<file path="config.mk">
export PLATFORM = sky130hd
export DESIGN_NAME = ps2_keyboard_receiver
export DESIGN_NICKNAME = d
export VERILOG_FILES = /design/src/rtl/ps2_keyboard_receiver.sv
export SDC_FILE = /design/constraint.sdc
export NUM_CORES = 1
export LEC_CHECK = 0
export CAP_MARGIN = 10
export CORE_ASPECT_RATIO = 2
export CORE_MARGIN = 3
export CORE_UTILIZATION = 30
export DETAILED_ROUTE_END_ITERATION = 7
export PLACE_DENSITY_LB_ADDON = 0.08
export SLEW_MARGIN = 20
export SYNTH_ARGS = -nofsm -noshare
export SYNTH_HDL_FRONTEND = slang
export SYNTH_SLANG_ARGS = --single-unit
</file>
<file path="constraint.sdc">
create_clock -name clk -period 2.25 [get_ports clk]
set_input_delay 0.45 -clock clk [delete_from_list [all_inputs] [get_ports clk]]
set_output_delay 0.45 -clock clk [all_outputs]
set_load 0.03 [all_outputs]
</file>
<file path="src/rtl/ps2_keyboard_receiver.sv">
// PS/2 keyboard receiver: synchronized, glitch-filtered clock; 11-bit frame FSM; E0/F0 prefix decode.
// Optional odd-parity checking is enabled by defining PS2_PARITY_CHECK_EN.
module ps2_keyboard_receiver #(
  parameter int unsigned FILTER_LEN     = 8,
  parameter int unsigned TIMEOUT_CYCLES = 50000
) (
  input  logic       clk,
  input  logic       rst,
  input  logic       ps2_clk,
  input  logic       ps2_data,
  input  logic       key_ack,
  output logic [7:0] keycode,
  output logic [7:0] key_status
);

  localparam int unsigned FW = (FILTER_LEN > 1) ? $clog2(FILTER_LEN + 1) : 1;
  localparam int unsigned TW = (TIMEOUT_CYCLES > 1) ? $clog2(TIMEOUT_CYCLES + 1) : 1;

  typedef enum logic [1:0] {
    S_IDLE,
    S_DATA,
    S_PARITY,
    S_STOP
  } state_t;

  state_t         state_q;
  state_t         state_d;

  logic           clk_meta;
  logic           clk_s;
  logic           data_meta;
  logic           data_s;

  logic           filt_clk;
  logic [FW-1:0]  filt_cnt;
  logic           filt_done;
  logic           fall;

  logic [7:0]     shift_q;
  logic [2:0]     bit_cnt;
  logic [TW-1:0]  to_cnt;
  logic           parity_ok;
  logic           frame_ok;

  logic           ext_q;
  logic           brk_q;
  logic           post_q;
  logic [7:0]     post_code;
  logic           post_ext;
  logic           post_brk;

  // Two-flop synchronizers; reset to the idle-high bus level.
  always_ff @(posedge clk) begin
    if (rst) begin
      clk_meta  <= 1'b1;
      clk_s     <= 1'b1;
      data_meta <= 1'b1;
      data_s    <= 1'b1;
    end else begin
      clk_meta  <= ps2_clk;
      clk_s     <= clk_meta;
      data_meta <= ps2_data;
      data_s    <= data_meta;
    end
  end

  // The filtered clock flips on the FILTER_LEN-th consecutive differing sample.
  assign filt_done = (clk_s != filt_clk) && (filt_cnt == FW'(FILTER_LEN - 1));
  assign fall      = filt_done && filt_clk;

  always_ff @(posedge clk) begin
    if (rst) begin
      filt_clk <= 1'b1;
      filt_cnt <= '0;
    end else if (clk_s == filt_clk) begin
      filt_cnt <= '0;
    end else if (filt_done) begin
      filt_clk <= clk_s;
      filt_cnt <= '0;
    end else begin
      filt_cnt <= filt_cnt + FW'(1);
    end
  end

  always_comb begin
    state_d  = state_q;
    frame_ok = 1'b0;
    case (state_q)
      S_IDLE:   if (fall && !data_s) state_d = S_DATA;
      S_DATA:   if (fall && bit_cnt == 3'd7) state_d = S_PARITY;
      S_PARITY: if (fall) state_d = S_STOP;
      S_STOP: begin
        if (fall) begin
          state_d  = S_IDLE;
          frame_ok = data_s && parity_ok;
        end
      end
      default:  state_d = S_IDLE;
    endcase
    if (state_q != S_IDLE && !fall && to_cnt == TW'(TIMEOUT_CYCLES - 1)) begin
      state_d = S_IDLE;
    end
  end

  always_ff @(posedge clk) begin
    if (rst) begin
      state_q <= S_IDLE;
      shift_q <= '0;
      bit_cnt <= '0;
      to_cnt  <= '0;
    end else begin
      state_q <= state_d;
      if (state_q == S_IDLE || fall) begin
        to_cnt <= '0;
      end else begin
        to_cnt <= to_cnt + TW'(1);
      end
      if (state_q == S_IDLE) begin
        bit_cnt <= '0;
      end else if (fall && state_q == S_DATA) begin
        shift_q <= {data_s, shift_q[7:1]};
        bit_cnt <= bit_cnt + 3'd1;
      end
    end
  end

`ifdef PS2_PARITY_CHECK_EN
  logic parity_q;

  always_ff @(posedge clk) begin
    if (rst) begin
      parity_q <= 1'b0;
    end else if (fall && state_q == S_PARITY) begin
      parity_q <= data_s;
    end
  end

  assign parity_ok = ^{shift_q, parity_q};
`else
  assign parity_ok = 1'b1;
`endif

  // Prefix bytes only arm flags; other bytes are staged one cycle before posting.
  always_ff @(posedge clk) begin
    if (rst) begin
      ext_q     <= 1'b0;
      brk_q     <= 1'b0;
      post_q    <= 1'b0;
      post_code <= '0;
      post_ext  <= 1'b0;
      post_brk  <= 1'b0;
    end else begin
      post_q <= 1'b0;
      if (frame_ok) begin
        if (shift_q == 8'hE0) begin
          ext_q <= 1'b1;
        end else if (shift_q == 8'hF0) begin
          brk_q <= 1'b1;
        end else begin
          post_q    <= 1'b1;
          post_code <= shift_q;
          post_ext  <= ext_q;
          post_brk  <= brk_q;
          ext_q     <= 1'b0;
          brk_q     <= 1'b0;
        end
      end
    end
  end

  // A posting event wins over a same-cycle ack.
  always_ff @(posedge clk) begin
    if (rst) begin
      keycode    <= '0;
      key_status <= '0;
    end else if (post_q) begin
      keycode    <= post_code;
      key_status <= {4'b0000, key_status[2], 1'b1, post_ext, post_brk};
    end else if (key_ack) begin
      key_status <= '0;
    end
  end

endmodule

</file>
==> metrics.csv, run 1 <==
metric,value,unit
status,finished clean,
ys.flop_type,dfxtp_1,
path_buf_inv,0,
cp_slowest_cell,a21oi_1,
max_slew_margin,0.387,
grt_max_degree,24,
htreeDepth,3,
multiInputGateArea,0.00122,sq mm
synth_warnings,0,
yosysTopAreaCell,dfxtp_1,
synth_edf_count,0,
setup_tns,0,ns
worst_ep_arrival_time,2.30,ns
clock_power_share,0.539,
cp-start-kind,register,
vias_per_cell,4.85,
nFillCells,866,
p_comb_frac,0.017,
overflow,0,
final_common_cell,dfxtp_1,
area_delta_synth_final,21.6,%
power.net_switching,0.000516,W
ctsHoldBuffers,0,
row_count,47,
critPathMaxStageDelay,0.75,ns
end_kind,register,
drv_slew,0,
layout_common_cells,"dfxtp_1 (63), nor2_1 (38), mux2i_1 (18)",
die-area,0.00983,sq mm
seq_power_share,0.444,
antenna_found_initial,0,
drt_first_iter_violations,65,
start_util,0.309,
ios,21,
cp.required,2.52,ns
cts_tree,built,
cts_buffers,9,
finalInstanceArea,0.00314,sq mm
clock_latency,0.32,ns
yosysTopAreaCellShare,0.488,
period_share,0.900,
cts_root_buf,clkbuf_16,
rsz0062_at_grt,false,
setup_viol,0,
crit_type,register to register,
cts_buffer_depth,2,
antenna_left,0,
finalHoldViolations,0,
ys_async_sr_fraction,0,
regArea,0.00126,sq mm
portBuffers,16,
chipWidth,71.6,um
synthTopCellsByArea,"dfxtp_1 (49%), mux2i_1 (7.0%), nor2_1 (5.5%)",
dr.pass1.iters,4,
dpl_cell_area,0.00284,sq mm
critPathTopFamily,compound AO/OA/AOI/OAI gates,
ys_seq_area_frac,0.488,
numClockSinks,63,
leakage,1.15,nW
core_area,0.00835,sq mm
nets,295,
worstPathCellList,"nand4b_1, or4_1, a21oi_1, a22o_1",
grt_pass1_wl,8870,um
finClkSkew,0.00519,ns
die_y,137,um
grt_pass1_vias,1822,
synth.avg_cell_area,9.90,sq um
gr-usage-all-layers,0.120,
cap_violations,0,
path_clk_slew,0.06,ns
crit_fanout,12,
ff2ff_setup_slack,0.22,ns
fmax,494,MHz
cts.repair.resized,0,
synthCells,261,
via_count,1866,
period_minus_slack,2.03,ns
dp_hpwl,4010,um
wl,5320,um
drt-wirelength-per-cell,13.8,um
drive_gt1_frac,0.118,
drc,0,
gp_congestion,0.819,
power_density,805,mW/mm^2
p_sw_frac,0.204,
antenna_cells,0,
internal-power,0.00201,W
cts_setup_buffers,0,
yosysUniqueCellTypes,51,
irDropWorstVdd,0.000381,V
hold_class,register to register,
syn_area,0.00258,sq mm
synth-seq-cells,63,
worst_slew_pin_slew,0.920,ns
[power by group through the flow]
stage          combinational [W]  sequential, W  clock [W]
6_report               0.0000424        0.00112    0.00136
3_3_place_gp           0.0000434        0.00115          0
3_5_place_dp           0.0000431        0.00115          0
4_1_cts                0.0000434        0.00112    0.00141
5_1_grt                0.0000473        0.00112    0.00145
2_1_floorplan          0.0000345        0.00115          0
[synth_stat cells, types with 7 or more instances]
cell type	n
mux2i_1	18
ha_1	8
a21oi_1	9
xor2_1	7
a22o_1	10
clkbuf_1	8
nor2_1	38
nand2_1	7
dfxtp_1	63
[state kept, by name, summed over array words and instances (netlist names), 2 cells and up]
| signal | count |
|---|---|
| keycode | 8 |
| state_q | 2 |
| key_status | 4 |
| filt_cnt | 4 |
| post_code | 8 |
| to_cnt | 16 |
| bit_cnt | 3 |
| shift_q | 8 |
[worst reg2reg max path: cells and delay by family, from the launching register on]
family	cells	cell delay, ns
and+or+nand+nor	2	0.63
DFF	1	0.32
AOI/OAI and AO/OA	2	1.01
[cell type report]
type | instances | share of cell area
Clock buffer | 10 | 0.0761
Multi-Input combinational cell | 178 | 0.387
Clock inverter | 6 | 0.0191
Inverter | 6 | 0.00717
Timing Repair Buffer | 24 | 0.0701
Sequential cell | 63 | 0.401
Tap cell | 98 | 0.0390
[through the flow]
step	util	std cells	setup WS (ns)	hold WS (ns)	total power [W]
after floorplan	-	264	0.492	0.389	0.00118
after global placement	0.340	369	0.223	0.398	0.00119
after detailed placement	0.340	369	0.224	0.399	0.00119
after CTS	0.376	385	0.191	0.413	0.00258
after global routing	0.376	385	0.0947	0.442	0.00262
final	0.376	385	0.224	0.406	0.00253
[cells by family (layout without fill, tap and decap cells)]
logic type	Yosys count	after routing	synth area share
fa+ha+maj	8	8	0.0387
flops	63	63	0.488
compound gates	37	37	0.101
xor+xnor	13	13	0.0441
mux	18	18	0.0697
other cells	1	4	0.00145
buf+inv	23	46	0.0455
simple gates	98	98	0.211
[layer usage]
metal,vias to the layer above,global-route usage,wire length [um]
li1,958,-,-
met1,875,0.116,1980
met2,22,0.223,3070
met3,11,0.0307,132
met4,0,0.0690,145
met5,-,0,0
[path summary, 6_finish.rpt]
kind	from	to	cells after the start
worst min-delay path	clk_meta	clk_s	1
worst max register to register	shift_q[3]	post_code[7]	4
worst max-delay path	shift_q[3]	post_code[7]	4
worst min register to register	clk_meta	clk_s	1
No activity file was read; power rests on OpenSTA's default activity.
==> run 2: changes to the inputs <==
CORE_MARGIN = 2   (was 3)
CORE_UTILIZATION = 35   (was 30)
==> run 2 against run 1 <==
  * Register-to-register slack better by 0.16 ns
  * Critical path depth grew 2
  * Hold slack hardly changed
  * Highest routed layer unchanged
==> metrics.csv, run 2 (synthesis gave the netlist of run 1 again) <==
metric,value,unit,change
core_area,0.00721,sq mm,-14%
irDropWorstVdd,0.000422,V,+11%
largest_register_ffs,16,,unchanged
crit_type,register to register,,
ios,21,,unchanged
rsz0062_at_grt,false,,
cts.repair.resized,0,,unchanged
worst_ep_arrival_time,2.08,ns,-0.22 ns
antenna_cells,0,,unchanged
cp-start-kind,register,,
overflow,0,,unchanged
cp.required,2.46,ns,-0.06 ns
row_count,44,,-6.4%
worst_slew_pin_slew,0.677,ns,-0.243 ns
setup_viol,0,,unchanged
portBuffers,16,,unchanged
leakage,1.17,nW,+1.3%
cts_root_buf,clkbuf_16,,
path_clk_slew,0.05,ns,about the same
drc,0,,unchanged
crit_fanout,10,,-2
cts_buffers,9,,unchanged
period_minus_slack,1.87,ns,-0.158 ns
die_y,126,um,-8.6%
max_slew_margin,0.548,,+0.162
cts_tree,built,,
min_path_cells,1,,unchanged
drive_gt1_frac,0.112,,-0.00619
final_common_cell,dfxtp_1,,
drt-wirelength-per-cell,13.0,um,-6.1%
antenna_left,0,,unchanged
fmax,535,MHz,+8.4%
period_share,0.830,,-0.0701
ctsHoldBuffers,0,,unchanged
via_count,1820,,-2.5%
drt_first_iter_violations,56,,-14%
die-area,0.00813,sq mm,-17%
grt_max_degree,33,,+38%
finalHoldViolations,0,,unchanged
vias_per_cell,4.83,,-0.40%
area_delta_synth_final,22.6,%,
final_cells,377,,-2.1%
end_kind,register,,
hold_class,register to register,,
finalInstanceArea,0.00317,sq mm,+0.80%
start_util,0.358,,+0.0488
reg2regPathDepth,6,,+2
dr.pass1.iters,4,,unchanged
clock_latency,0.32,ns,about the same
cts_setup_buffers,0,,unchanged
status,finished clean,,
grt_pass1_wl,8310,um,-6.3%
dp_hpwl,3570,um,-11%
total_power,0.00275,W,+8.7%
wl,4890,um,-8.1%
chipWidth,64.8,um,-9.6%
setup_tns,0,ns,unchanged
nets,293,,-0.68%
antenna_found_initial,0,,unchanged
htreeDepth,3,,unchanged
cap_violations,0,,unchanged
drv_slew,0,,unchanged
dpl_cell_area,0.00282,sq mm,-0.79%
gp_congestion,0.754,,-8.0%
dp_cells,361,,-2.2%
numClockSinks,63,,unchanged
gr-usage-all-layers,0.135,,+0.0155
utilization,0.439,,+0.0629
regMostFlops,to_cnt,,
cts_buffer_depth,2,,unchanged
finClkSkew,0.00190,ns,-0.00329 ns
power_density,868,mW/mm^2,+7.8%
grt_pass1_vias,1836,,+0.77%
layout_common_cells,"dfxtp_1 (63), nor2_1 (38), mux2i_1 (18)",,
run 2: changes by cell type in the layout (fill, tap and decap cells not counted), sizes merged:
cell	previous run	this run
buf	8	6
clkinvlp	2	1
bufinv	1	3
clkinv	3	2
run 2: area by class of cell:
type,instances,area (sq um)
Multi-Input combinational cell,178,1220
Timing Repair Buffer,22,205
Tap cell,92,115
Clock inverter,6,108
Fill cell,710,4050
Sequential cell,63,1260
Inverter,6,22.5
Clock buffer,10,239
run 2: stage by stage:
step	setup slack, ns	hold slack, ns
after floorplan	0.492	0.389
after global placement	0.355	0.400
after detailed placement	0.343	0.398
after CTS	0.369	0.411
after global routing	0.204	0.437
final	0.382	0.405
run 2: power breakdown:
part | internal (W) | total, W | switching [W]
clock | 0.00111 | 0.00158 | 0.000478
sequential | 0.00112 | 0.00112 | 0.00000230
combinational | 0.0000141 | 0.0000423 | 0.0000283
total | 0.00224 | 0.00275 | 0.000509
run 2: worst paths after layout:
path / to / slack [ns] / start
worst max-delay path: to_cnt[4] / 0.38 / filt_cnt[0]
worst min-delay path: data_s / 0.41 / data_meta
worst max register to register: to_cnt[4] / 0.38 / filt_cnt[0]
worst min register to register: data_s / 0.41 / data_meta
run 2: layer usage:
metal,GRT usage,share of wire
met1,0.126,0.39
met3,0.0432,0.025
met2,0.251,0.56
met5,0,0
met4,0.0713,0.023
run 2: critical path: stages, from the launching register on:
cell and delay (ns):
dfxtp_1 0.35, ha_1 0.21, nand3b_1 0.29, buf_4 0.26, o21ai_1 0.34, buf_4 0.25, nor2_1 0.06
